===== config.mk =====
export PLATFORM = sky130hd
export DESIGN_NAME = prng_arbiter_flat
export DESIGN_NICKNAME = d
export VERILOG_FILES = /design/src/rtl/prng_arbiter_pkg.sv /design/src/rtl/prng_arbiter_if.sv /design/src/rtl/prng_arbiter_lfsr_core.sv /design/src/rtl/prng_arbiter.sv /design/src/flat_wrapper.sv
export SDC_FILE = /design/constraint.sdc
export NUM_CORES = 1
export LEC_CHECK = 0
export CORE_MARGIN = 10
export CORE_UTILIZATION = 54
export CTS_BUF_LIST = sky130_fd_sc_hd__clkbuf_8
export DETAILED_ROUTE_END_ITERATION = 6
export GPL_ROUTABILITY_DRIVEN = 0
export PLACE_DENSITY = 0.88
export SYNTH_ARGS = -nofsm -noshare
export SYNTH_HDL_FRONTEND = slang
export SYNTH_SLANG_ARGS = --single-unit

===== constraint.sdc =====
create_clock -name clk -period 2.7 [get_ports clk]
set_input_delay 0.54 -clock clk [delete_from_list [all_inputs] [get_ports clk]]
set_output_delay 0.54 -clock clk [all_outputs]
set_load 0.01 [all_outputs]

===== src/rtl/prng_arbiter_pkg.sv =====
// Shared types and constants for the PRNG arbiter: FSM states, LFSR taps,
// the default seed and the single-step LFSR function.
package prng_arbiter_pkg;

    typedef enum logic [1:0] {
        ST_WARMUP = 2'd0,
        ST_RUN    = 2'd1,
        ST_STEP   = 2'd2
    } state_e;

    localparam logic [31:0] DEFAULT_SEED = 32'h0000_0001;

    localparam int TAP0 = 0;
    localparam int TAP1 = 10;
    localparam int TAP2 = 30;
    localparam int TAP3 = 31;

    // Fibonacci step: feedback enters at the MSB, state shifts toward bit 0.
    function automatic logic [31:0] lfsr_next(input logic [31:0] s);
        return {s[TAP0] ^ s[TAP1] ^ s[TAP2] ^ s[TAP3], s[31:1]};
    endfunction

endpackage


===== src/rtl/prng_arbiter_if.sv =====
// Consumer-facing bus of the PRNG arbiter: seeding, request/grant and draw data.
interface prng_arbiter_if #(
    parameter int NUM_REQ = 3
);
    logic               seed_load;
    logic [31:0]        seed_data;
    logic [NUM_REQ-1:0] req;
    logic [NUM_REQ-1:0] gnt;
    logic               rnd_valid;
    logic [31:0]        rnd_data;
    logic               busy;
    logic [15:0]        draw_cnt;

    modport master (
        output seed_load, seed_data, req,
        input  gnt, rnd_valid, rnd_data, busy, draw_cnt
    );

    modport slave (
        input  seed_load, seed_data, req,
        output gnt, rnd_valid, rnd_data, busy, draw_cnt
    );
endinterface


===== src/rtl/prng_arbiter_lfsr_core.sv =====
// 32-bit Fibonacci LFSR with load and step enables; a zero load value is
// replaced by SEED so the all-zero lockup state is unreachable.
module prng_arbiter_lfsr_core
    import prng_arbiter_pkg::*;
#(
    parameter logic [31:0] SEED = DEFAULT_SEED
) (
    input  logic        clk,
    input  logic        reset,
    input  logic        load,
    input  logic [31:0] load_data,
    input  logic        step,
    output logic [31:0] state
);

    always_ff @(posedge clk) begin
        if (reset) begin
            state <= SEED;
        end else if (load) begin
            state <= (load_data == 32'd0) ? SEED : load_data;
        end else if (step) begin
            state <= lfsr_next(state);
        end
    end

endmodule


===== src/rtl/prng_arbiter.sv =====
// Round-robin arbiter handing out draws of one shared LFSR; each grant takes
// the current state and advances the LFSR so no two requesters see one value.
module prng_arbiter
    import prng_arbiter_pkg::*;
#(
    parameter int          NUM_REQ        = 3,
    parameter logic [31:0] SEED           = DEFAULT_SEED,
    parameter int          WARMUP         = 16,
    parameter int          STEPS_PER_DRAW = 1
) (
    input  logic         clk,
    input  logic         reset,
    prng_arbiter_if.slave bus
);

    localparam int     PTR_W   = (NUM_REQ > 1) ? $clog2(NUM_REQ) : 1;
    localparam state_e INIT_ST = (WARMUP == 0) ? ST_RUN : ST_WARMUP;

    state_e             state, state_d;
    logic [31:0]        cnt, cnt_d;
    logic [PTR_W-1:0]   ptr, sel, ptr_next;
    logic [NUM_REQ-1:0] grant_vec;
    logic               any_req;
    logic               do_grant;
    logic               lfsr_step;
    logic [31:0]        lfsr_state;

    logic [NUM_REQ-1:0] gnt_p1;
    logic               vld_p1;
    logic [31:0]        rnd_data_p1;
    logic [15:0]        draw_cnt;

    prng_arbiter_lfsr_core #(
        .SEED (SEED)
    ) u_lfsr (
        .clk       (clk),
        .reset     (reset),
        .load      (bus.seed_load),
        .load_data (bus.seed_data),
        .step      (lfsr_step),
        .state     (lfsr_state)
    );

    // First pass searches at/after the pointer, second pass wraps to bit 0.
    always_comb begin
        any_req   = 1'b0;
        sel       = ptr;
        grant_vec = '0;
        for (int i = 0; i < NUM_REQ; i++) begin
            if (!any_req && bus.req[i] && (i >= int'(ptr))) begin
                any_req      = 1'b1;
                sel          = i[PTR_W-1:0];
                grant_vec[i] = 1'b1;
            end
        end
        for (int i = 0; i < NUM_REQ; i++) begin
            if (!any_req && bus.req[i]) begin
                any_req      = 1'b1;
                sel          = i[PTR_W-1:0];
                grant_vec[i] = 1'b1;
            end
        end
        ptr_next = (sel == PTR_W'(NUM_REQ - 1)) ? '0 : sel + 1'b1;
    end

    always_comb begin
        state_d   = state;
        cnt_d     = cnt;
        lfsr_step = 1'b0;
        do_grant  = 1'b0;
        if (bus.seed_load) begin
            state_d = INIT_ST;
            cnt_d   = 32'd0;
        end else begin
            case (state)
                ST_WARMUP: begin
                    lfsr_step = 1'b1;
                    if (cnt == 32'(WARMUP - 1)) begin
                        state_d = ST_RUN;
                        cnt_d   = 32'd0;
                    end else begin
                        cnt_d = cnt + 32'd1;
                    end
                end
                ST_RUN: begin
                    if (any_req) begin
                        do_grant  = 1'b1;
                        lfsr_step = 1'b1;
                        if (STEPS_PER_DRAW > 1) begin
                            state_d = ST_STEP;
                            cnt_d   = 32'd0;
                        end
                    end
                end
                ST_STEP: begin
                    lfsr_step = 1'b1;
                    if (cnt == 32'(STEPS_PER_DRAW - 2)) begin
                        state_d = ST_RUN;
                        cnt_d   = 32'd0;
                    end else begin
                        cnt_d = cnt + 32'd1;
                    end
                end
                default: begin
                    state_d = INIT_ST;
                    cnt_d   = 32'd0;
                end
            endcase
        end
    end

    // Grant edge: registered outputs p1 carry the draw taken from the LFSR.
    always_ff @(posedge clk) begin
        if (reset) begin
            state       <= INIT_ST;
            cnt         <= 32'd0;
            ptr         <= '0;
            gnt_p1      <= '0;
            vld_p1      <= 1'b0;
            rnd_data_p1 <= 32'd0;
            draw_cnt    <= 16'd0;
        end else begin
            state  <= state_d;
            cnt    <= cnt_d;
            gnt_p1 <= do_grant ? grant_vec : '0;
            vld_p1 <= do_grant;
            if (do_grant) begin
                rnd_data_p1 <= lfsr_state;
                ptr         <= ptr_next;
                draw_cnt    <= draw_cnt + 16'd1;
            end
        end
    end

    assign bus.gnt       = gnt_p1;
    assign bus.rnd_valid = vld_p1;
    assign bus.rnd_data  = rnd_data_p1;
    assign bus.busy      = (state != ST_RUN);
    assign bus.draw_cnt  = draw_cnt;

endmodule

===== src/flat_wrapper.sv =====
// flat-port wrapper written by rule: the top's interface ports become plain ports
module prng_arbiter_flat import prng_arbiter_pkg::*;
#(
    parameter int          NUM_REQ        = 3,
    parameter logic [31:0] SEED           = DEFAULT_SEED,
    parameter int          WARMUP         = 16,
    parameter int          STEPS_PER_DRAW = 1
)
  (clk, reset, bus_seed_load, bus_seed_data, bus_req, bus_gnt, bus_rnd_valid, bus_rnd_data, bus_busy, bus_draw_cnt);
  prng_arbiter_if #(.NUM_REQ(NUM_REQ)) bus_i ();
  input  logic clk;
  input  logic reset;
  input wire logic [$bits(bus_i.seed_load)-1:0] bus_seed_load;
  input wire logic [$bits(bus_i.seed_data)-1:0] bus_seed_data;
  input wire logic [$bits(bus_i.req)-1:0] bus_req;
  output wire logic [$bits(bus_i.gnt)-1:0] bus_gnt;
  output wire logic [$bits(bus_i.rnd_valid)-1:0] bus_rnd_valid;
  output wire logic [$bits(bus_i.rnd_data)-1:0] bus_rnd_data;
  output wire logic [$bits(bus_i.busy)-1:0] bus_busy;
  output wire logic [$bits(bus_i.draw_cnt)-1:0] bus_draw_cnt;
  assign bus_i.seed_load = bus_seed_load;
  assign bus_i.seed_data = bus_seed_data;
  assign bus_i.req = bus_req;
  assign bus_gnt = bus_i.gnt;
  assign bus_rnd_valid = bus_i.rnd_valid;
  assign bus_rnd_data = bus_i.rnd_data;
  assign bus_busy = bus_i.busy;
  assign bus_draw_cnt = bus_i.draw_cnt;
  prng_arbiter #(.NUM_REQ(NUM_REQ), .SEED(SEED), .WARMUP(WARMUP), .STEPS_PER_DRAW(STEPS_PER_DRAW)) u_core (.clk(clk), .reset(reset), .bus(bus_i));
endmodule

==> results.yml <==
drt:
  drc: 0
  routedWlPerCell_microns: 16.4
  wl_microns: 13700
  viasPerCell: 5.82
  dr.first_iter.drc_count: 373
  firstDrtPassIters: 5
  ant_nets: 0
  dr_total_vias: 4864
clock_network:
  hold_buffers: 0
  clk_latency_ns: 0.44
  cts_root_buffer: "clkbuf_8"
  clock_path_buffers: 2
  postCtsSetupRepairBufs: 0
  tritoncts: "built"
  clock_sinks: 119
  cts_resized: 0
  clkTransAtPathRegs_ns: 0.08
  numCtsBuffers: 17
  htree_levels: 4
hold_path:
  min_to: "u_core.bus.rnd_data[7]"
  min_from: "u_core.bus.rnd_data[7]"
  hp-class: "reg2reg"
  holdPathStages: 2
pwr:
  intPower_mw: 3.05
  ir_drop_uv: 324
  p_sw_uw: 881
  pwr_density_cell_nw_per_um2: 586
  seqPwrFrac: 0.461
  p_leak_nw: 2.33
  p_clk_frac: 0.489
  switching_share: 0.224
  combPwrFrac: 0.049
timing:
  setup_viol: 0
  fmax_ghz: 0.457
  grt_setup_unrepaired: "false"
  finClkSkew_ns: 0.0136
  worstMarginPinSlew_ns: 0.579
  fin_crit_ns: 2.19
  tns_ns: 0
  timing.final.max_slew_violations: 0
  finalCritPeriodShare: 0.811
  hold_viol_final: 0
  slew-limit-headroom: 0.614
cells_and_area:
  n_antenna_cell: 0
  drive_gt1_frac: 0.0721
  multi_input_area_sq_um: 2680
  area_growth_pct: 28.2
  seqCellArea_sq_um: 2380
  final_cells: 836
  fill_cells: 697
  finalNetCount: 734
synth:
  synth_edf_count: 0
  yosysTopAreaCellShare: 0.456
  synthCells: 615
  synth_top_area_cell: "dfxtp_1"
  async_flop_share: 0
  synth.area.top_cells: "dfxtp_1, a21oi_1, nand2_1, mux2i_1, a211oi_1"
  syn_nets: 655
  ys_warn_count: 0
  syn-cell-area_sq_um: 5230
  ys_types: 45
  ys_seq_area_frac: 0.456
  avgSynthCellArea_sq_um: 8.50
  ys_seq_elements: 119
  synthFlopType: "dfxtp_1"
run_status:
  status: "completed"
grt:
  grt_first_pass_wirelength_microns: 23200
  first_global_vias: 4919
  gr-total-overflow: 0
  track_usage: 0.195
  grt_antenna_before_repair: 0
  grt_max_degree: 62
critical_path:
  r2r_cells: 5
  path_class: "reg2reg"
  r2r_slack_ns: 0.51
  crit_arrival_ns: 2.56
  path_max_fanout: 6
  worstPathRequired_ns: 3.07
  r2r_start: "u_core.cnt[0]"
  timing.rr.end: "u_core.cnt[26]"
  worst_setup_path_end_kind: "register"
  cp-start-kind: "register"
floorplanning:
  die_h_microns: 118
  row_count: 35
  pin_count: 91
  die_x_microns: 118
  dieArea_sq_um: 14000
  initial_core_util: 0.561
  core-area_sq_um: 9330
job:
  max-cap-violations: 0
place:
  hpwl_microns: 9560
  dp_cells: 804
  numPortBuffers: 90
==> cell families (layout without fill, tap and decap cells) <==
family,count (synthesis),in the layout,share of synthesized area
DFF,119,119,0.456
xor gates and xnor gates,21,21,0.0352
AOI/OAI and AO/OA,138,138,0.163
buffers and inverters,46,138,0.0340
adders and majority gates,2,2,0.00478
muxes,30,30,0.0574
and+or+nand+nor,259,259,0.250
==> worst max path at each step <==
stage / startpoint / endpoint / slack, ns / depth (start not counted)
2_1_floorplan: u_core.cnt[0] / u_core.cnt[31] / 0.81 / 6
3_5_place_dp: bus_req[2] / u_core.bus.draw_cnt[12] / 0.19 / 5
6_report: u_core.cnt[0] / u_core.cnt[26] / 0.51 / 5
3_3_place_gp: bus_req[2] / u_core.bus.draw_cnt[10] / 0.30 / 5
5_1_grt: u_core.cnt[0] / u_core.cnt[26] / 0.36 / 5
4_1_cts: u_core.state[0] / bus_busy / 0.49 / 2
==> final cells by class <==
| type | instances | share of cell area |
|---|---|---|
| flip-flops and latches | 119 | 0.355 |
| well taps | 129 | 0.0241 |
| clock buffers | 19 | 0.0390 |
| repair buffers | 101 | 0.147 |
| multi-input cells | 450 | 0.400 |
| clock inverters | 13 | 0.0321 |
| inverters | 5 | 0.00280 |
==> Yosys cell counts, types with 2 or more instances <==
library cell	number
and4_1	6
or3_1	11
ha_1	2
nand3_1	16
a21oi_1	63
xnor2_1	9
nand4_1	19
nand2b_1	3
nand4b_1	2
or4_1	18
mux2i_1	30
a211oi_1	30
o211ai_1	2
buf_1	3
buf_2	4
nor2_1	57
xor2_1	12
nor2b_1	6
and4b_1	2
dfxtp_1	119
and2_1	6
nor4_1	15
o21ai_0	15
and3_1	5
nand2_1	82
nor3_1	6
inv_1	5
o31ai_1	17
clkbuf_1	34
==> per-stage QoR <==
step                utilization  hold slack (ns)  power (mW)  setup WS (ns)  cell area [sq um]
finish                    0.719            0.457        3.93          0.510               6710
CTS                       0.719            0.459        3.96          0.487               6710
global placement          0.668            0.443        2.04          0.303               6230
global route              0.719            0.478        4.05          0.358               6710
detailed placement        0.668            0.448        2.04          0.188               6230
floorplan                     -            0.445        1.95          0.808               5230
==> cells in the final DEF, fill, tap and decap left out, types with 2 or more instances in the layout <==
cell type,instances
a211oi_1,30
a21oi_1,63
and2_1,6
and3_1,5
and4_1,6
and4b_1,2
buf_2,2
buf_4,10
bufinv_16,5
clkbuf_8,19
clkdlybuf4s50_1,88
dfxtp_1,119
ha_1,2
inv_1,5
inv_6,5
mux2i_1,30
nand2_1,81
nand2b_1,3
nand3_1,16
nand4_1,19
nand4b_1,2
nor2_1,56
nor2b_1,6
nor3_1,6
nor4_1,15
o211ai_1,2
o21ai_0,15
o31ai_1,16
or3_1,11
or4_1,18
xnor2_1,9
xor2_1,12
==> layer usage <==
layer | global-route usage | vias to the layer above | wire (microns)
met3 | 0.0666 | 19 | 798
met1 | 0.225 | 2333 | 5900
met4 | 0.0748 | 0 | 209
met2 | 0.327 | 118 | 6800
li1 | - | 2394 | -
met5 | 0 | - | 0
==> worst max-delay path: stages, from the launching register on <==
cell and delay [ns]:
dfxtp_1 0.40, ha_1 0.23, nand4b_1 0.19, or4_1 0.64, or4_1 0.51, a21oi_1 0.16
==> power groups by stage <==
stage / clock [mW] / sequential (mW) / combinational, mW
after global placement: 0 / 1.85 / 0.187
after floorplan: 0 / 1.85 / 0.104
after detailed placement: 0 / 1.85 / 0.192
after CTS: 1.95 / 1.81 / 0.193
after global routing: 2.02 / 1.82 / 0.209
final: 1.92 / 1.81 / 0.193
==> registers in the layout, summed over array words and instances, names as in the netlist <==
name                  cells
u_core.cnt               32
u_core.bus.rnd_valid      1
u_core.bus.gnt            3
u_core.u_lfsr.state      32
u_core.bus.rnd_data      32
u_core.bus.draw_cnt      16
u_core.state              1
u_core.ptr                2
Power figures use the tool's default switching activity.
